## src/rtl/apb_pkg.sv

```systemverilog
`default_nettype none
// ==== apb_pkg : APB bridge state encodings and default bus widths (rev 1.0) ====
package apb_pkg;

  localparam int APB_ADDR_W = 8;
  localparam int APB_DATA_W = 8;

  typedef enum logic [1:0] {
    ST_IDLE   = 2'd0,
    ST_SETUP  = 2'd1,
    ST_ACCESS = 2'd2,
    ST_RESP   = 2'd3
  } state_t;

endpackage
`default_nettype wire

```

## src/rtl/apb_timeout_cnt.sv

```systemverilog
`default_nettype none
// ==== apb_timeout_cnt : saturating ACCESS-phase wait counter (rev 1.0) ====
module apb_timeout_cnt #(
  parameter int TIMEOUT = 16
) (
  input  logic clk,
  input  logic rst_n,
  input  logic clear,
  input  logic enable,
  output logic expired
);

  generate
    if (TIMEOUT > 0) begin : g_cnt
      localparam int CW = $clog2(TIMEOUT + 1);
      logic [CW-1:0] count;

      // Saturates at TIMEOUT so a stalled counter can never wrap back to 0.
      always_ff @(posedge clk or negedge rst_n) begin
        if (!rst_n) begin
          count <= '0;
        end else if (clear) begin
          count <= '0;
        end else if (enable && (count != CW'(TIMEOUT))) begin
          count <= count + 1'b1;
        end
      end

      assign expired = enable && (count == CW'(TIMEOUT - 1));
    end else begin : g_off
      logic unused_inputs;
      assign unused_inputs = &{1'b0, clk, rst_n, clear, enable};
      assign expired       = 1'b0;
    end
  endgenerate

endmodule
`default_nettype wire

```

## src/rtl/apb_master_bridge.sv

```systemverilog
`default_nettype none
// ==== apb_master_bridge : single-outstanding valid/ready to APB master (rev 1.0) ====
module apb_master_bridge
  import apb_pkg::*;
#(
  parameter int ADDR_W  = APB_ADDR_W,
  parameter int DATA_W  = APB_DATA_W,
  parameter int TIMEOUT = 16
) (
  input  logic              pclk,
  input  logic              presetn,
  input  logic              cmd_valid,
  output logic              cmd_ready,
  input  logic              cmd_write,
  input  logic [ADDR_W-1:0] cmd_addr,
  input  logic [DATA_W-1:0] cmd_wdata,
  output logic              rsp_valid,
  input  logic              rsp_ready,
  output logic [DATA_W-1:0] rsp_rdata,
  output logic              rsp_err,
  output logic              rsp_timeout,
  output logic              psel,
  output logic              penable,
  output logic              pwrite,
  output logic [ADDR_W-1:0] paddr,
  output logic [DATA_W-1:0] pwdata,
  input  logic [DATA_W-1:0] prdata,
  input  logic              pready,
  input  logic              pslverr
);

  state_t state;
  state_t state_nxt;
  logic   rdy_en;
  logic   expired;
  logic   accept;

  // Keeps cmd_ready low while reset is asserted and until the first edge after it.
  always_ff @(posedge pclk or negedge presetn) begin
    if (!presetn) rdy_en <= 1'b0;
    else          rdy_en <= 1'b1;
  end

  always_ff @(posedge pclk or negedge presetn) begin
    if (!presetn) state <= ST_IDLE;
    else          state <= state_nxt;
  end

  always_comb begin
    state_nxt = state;
    cmd_ready = 1'b0;
    psel      = 1'b0;
    penable   = 1'b0;
    rsp_valid = 1'b0;
    unique case (state)
      ST_IDLE: begin
        cmd_ready = rdy_en;
        if (cmd_valid && rdy_en) state_nxt = ST_SETUP;
      end
      ST_SETUP: begin
        psel      = 1'b1;
        state_nxt = ST_ACCESS;
      end
      ST_ACCESS: begin
        psel    = 1'b1;
        penable = 1'b1;
        if (pready || expired) state_nxt = ST_RESP;
      end
      ST_RESP: begin
        rsp_valid = 1'b1;
        if (rsp_ready) state_nxt = ST_IDLE;
      end
      default: state_nxt = ST_IDLE;
    endcase
  end

  assign accept = (state == ST_IDLE) && cmd_valid && rdy_en;

  apb_timeout_cnt #(
    .TIMEOUT (TIMEOUT)
  ) u_timeout (
    .clk     (pclk),
    .rst_n   (presetn),
    .clear   (state == ST_SETUP),
    .enable  ((state == ST_ACCESS) && !pready),
    .expired (expired)
  );

  always_ff @(posedge pclk or negedge presetn) begin
    if (!presetn) begin
      pwrite <= 1'b0;
      paddr  <= '0;
      pwdata <= '0;
    end else if (accept) begin
      pwrite <= cmd_write;
      paddr  <= cmd_addr;
      pwdata <= cmd_wdata;
    end
  end

  // pready takes priority over an expiring timeout on the same cycle.
  always_ff @(posedge pclk or negedge presetn) begin
    if (!presetn) begin
      rsp_rdata   <= '0;
      rsp_err     <= 1'b0;
      rsp_timeout <= 1'b0;
    end else if (state == ST_ACCESS) begin
      if (pready) begin
        rsp_rdata   <= pwrite ? '0 : prdata;
        rsp_err     <= pslverr;
        rsp_timeout <= 1'b0;
      end else if (expired) begin
        rsp_rdata   <= '0;
        rsp_err     <= 1'b1;
        rsp_timeout <= 1'b1;
      end
    end
  end

endmodule
`default_nettype wire
```

## config.mk

```make
export PLATFORM = sky130hd
export DESIGN_NAME = apb_master_bridge
export DESIGN_NICKNAME = d
export VERILOG_FILES = /design/src/rtl/apb_pkg.sv /design/src/rtl/apb_timeout_cnt.sv /design/src/rtl/apb_master_bridge.sv
export SDC_FILE = /design/constraint.sdc
export NUM_CORES = 1
export LEC_CHECK = 0
export ABC_AREA = 1
export BUFFER_PORTS_ARGS = -buffer_cell sky130_fd_sc_hd__buf_4
export CAP_MARGIN = 20
export CORE_MARGIN = 1.5
export CORE_UTILIZATION = 42
export CTS_BUF_LIST = sky130_fd_sc_hd__clkbuf_8 sky130_fd_sc_hd__clkbuf_16
export CTS_CLUSTER_DIAMETER = 50
export DETAILED_ROUTE_END_ITERATION = 10
export HOLD_SLACK_MARGIN = 0.08
export MAX_ROUTING_LAYER = met4
export PLACE_DENSITY_LB_ADDON = 0.15
export SLEW_MARGIN = 25
export SYNTH_ARGS = -nofsm -noshare
export SYNTH_HDL_FRONTEND = slang
export SYNTH_SLANG_ARGS = --single-unit
```

## constraint.sdc

```tcl
create_clock -name pclk -period 1.7 [get_ports pclk]
set_input_delay 0.17 -clock pclk [delete_from_list [all_inputs] [get_ports pclk]]
set_output_delay 0.17 -clock pclk [all_outputs]
set_load 0.01 [all_outputs]
```

==> impl_metrics.tcl <==
set metrics [dict create \
    critPathMaxStageDelay_ps 420 \
    r2r-end "rsp_err$_DFFE_PN0P_" \
    worstSetupEndpoint "rsp_err$_DFFE_PN0P_" \
    fin_nets 292 \
    synth_cell_types 18 \
    h-tree-depth 2 \
    gp_congestion 0.775 \
    ir_drop_mv 0.847 \
    cellPowerDensity_nw_per_um2 1640 \
    cp_slowest_cell "dfrtp_1" \
    crit_arrival_ps 1690 \
    dieArea_um2 4320 \
    min_period_ps 1510 \
    hold_viol 0 \
    drive_gt1_share_pct 32.3 \
    ys_warn_count 0 \
    maxCapViolations 0 \
    wl_per_cell_um 10.9 \
    r2r_start "u_timeout.g_cnt.count[0]$_DFFE_PN0P_" \
    vias 1386 \
    crit_fanout 9 \
    synth_nets 225 \
    synthTopCellsByArea "dfrtp_1 (53%), nand2_1 (9.3%), inv_1 (7.3%), nand3_1 (7.0%), ha_1 (6.1%)" \
    avgSynthCellArea_um2 8.89 \
    finalCritPeriodShare_pct 88.9 \
    drc_errors 0 \
    die_h_um 65.8 \
    cts_buffer_depth 2 \
    start_kind "flop" \
    grt_pass1_vias 1284 \
    path_class "flop to flop" \
    cts_tree "built" \
    cp-end-kind "flop" \
    layout_common_cells "buf_4 (62), nand2_1 (41), dfrtp_1 (35), inv_1 (32), nand3_1 (23)" \
    clk_pin_slew_ps 70 \
    num_rows 22 \
    final-setup-viol-count 0 \
    reg2reg_slack_ps 190 \
    grt_usage_pct 17.5 \
    synthCells 186 \
    ys_ff_latch 35 \
    synth_area_um2 1650 \
    clock_sinks 35 \
    cellLeakagePower_uw 0.00129 \
    cts_setup_buffers 0 \
    placed_cells 293 \
    ios 62 \
    coreArea_um2 3720 \
    cts_buffers 5 \
    fin_cells 302 \
    fin_skew_ps 11.4 \
    grt_pass1_wl_um 5590 \
    routed_via_density 4.59 \
    grt_overflow 0 \
    antenna_found_initial 0 \
    dpl.hpwl_um 2470 \
    n_antenna_cell 0 \
    start_util_pct 44.5 \
    crit_chain "ha_1, nand2_1, nor2_1, ha_1, nand2_2, nand2_2, o22a_1" \
    ys_seq_area_share_pct 53.0 \
    portBuffers 61 \
    rsz0062_at_grt "no" \
    cp-startpoint "u_timeout.g_cnt.count[0]$_DFFE_PN0P_" \
    clk_latency_ps 290 \
    worst-endpoint-required_ps 1880 \
    first_pass_iters 4 \
    grt_max_degree 36 \
    layout_commonest_cell "buf_4" \
    ctsRootBufferMaster "clkbuf_8" \
    yosysTopAreaCellShare_pct 53.0 \
    hold_class "input port to flop" \
    syn_to_final_growth_pct 38.0 \
    antenna_left 0 \
    drtIter0Drc 80 \
    reg2reg_depth 7 \
    fin_tns_setup_ps 0 \
    status "complete, no violations" \
    max_freq_mhz 662 \
    hp-start "prdata[4]" \
    die-width_um 65.8 \
    wl_um 3300 \
    drv_slew 0 \
    synth_top_area_cell "dfrtp_1" \
]
layout make-up:
cell class / instances / area, µm²
clock buffer: 5 / 68.8
clock inverter: 3 / 43.8
fill: 354 / 1430
inverter: 33 / 124
multi-input combinational: 114 / 616
sequential: 35 / 876
tap: 48 / 60.1
timing repair buffer: 64 / 495
Yosys cell counts:
library cell / instances
conb_1: 1
nand3_2: 3
buf_2: 1
o22a_1: 1
nor2_1: 5
o21ai_0: 18
nand3_1: 23
o21ai_1: 3
dfrtp_1: 35
buf_6: 3
nand4_1: 3
ha_1: 8
nand2_1: 41
inv_1: 32
nand2_2: 5
inv_2: 1
nor3b_1: 1
nor2_4: 2
critical path, delay by kind of cell (launching register included):
kind	cells	cell delay, ps
compound gates	1	180
fa+ha+maj	2	410
flops	1	420
simple gates	4	390
per-layer routing:
layer	vias to the layer above	part of all wire (%)	track usage, %
met1	620	46	22.4
li1	717	-	-
met5	-	0	-
met4	0	0.64	6.25
met2	47	46	26.4
met3	2	6.9	5.31
how the worst min path moves through the flow:
stage                     slack [ps]  depth (start not counted)                        to
final                            110                          3  rsp_rdata[4]$_DFFE_PN0P_
after global routing             100                          3      paddr[6]$_DFFE_PN0P_
after CTS                        100                          3  rsp_rdata[4]$_DFFE_PN0P_
after detailed placement         150                          1      state[0]$_DFFE_PN0P_
after global placement           150                          1      state[0]$_DFFE_PN0P_
after floorplan                 -130                          0      paddr[0]$_DFFE_PN0P_
per-stage QoR:
step / hold slack [ps] / worst slack (ps) / area [µm²] / utilization [%] / power, µW
after CTS: 98.5 / 183 / 2280 / 61.4 / 3780
after global routing: 103 / 13.1 / 2280 / 61.4 / 4060
final: 108 / 189 / 2280 / 61.4 / 3740
after global placement: 148 / 222 / 2160 / 58.1 / 3000
after floorplan: -126 / 250 / 1650 / - / 2280
after detailed placement: 148 / 193 / 2160 / 58.1 / 3030
timing repair:
| action | 4_1_cts | 5_1_grt |
|---|---|---|
| resized for setup | 0 | 0 |
| endpoints found under the setup margin | 0 | 0 |
| hold buffers | 1 | 0 |
| endpoints found under the hold margin | 35 | 0 |
kinds of logic after synthesis:
kind of cell               after synthesis  share of synthesized area, %
AOI/OAI and AO/OA                       22                          6.88
buffers and inverters                   37                          9.83
and+or+nand+nor                         83                          24.1
DFF                                     35                          53.0
adders and majority gates                8                          6.05
other                                    1                         0.227
flip-flops by register name (all words and copies together) (netlist names):
| signal | cells |
|---|---|
| pwrite | 1 |
| rdy_en | 1 |
| rsp_rdata | 8 |
| paddr | 8 |
| u_timeout.g_cnt.count | 5 |
| state | 2 |
| pwdata | 8 |
| rsp_timeout | 1 |
| rsp_err | 1 |
report_power, final:
part,switching [µW],internal (µW)
Sequential,242,1180
Combinational,815,766
Clock,299,436
Total,1360,2380
No activity file was read; power rests on OpenSTA's default activity.
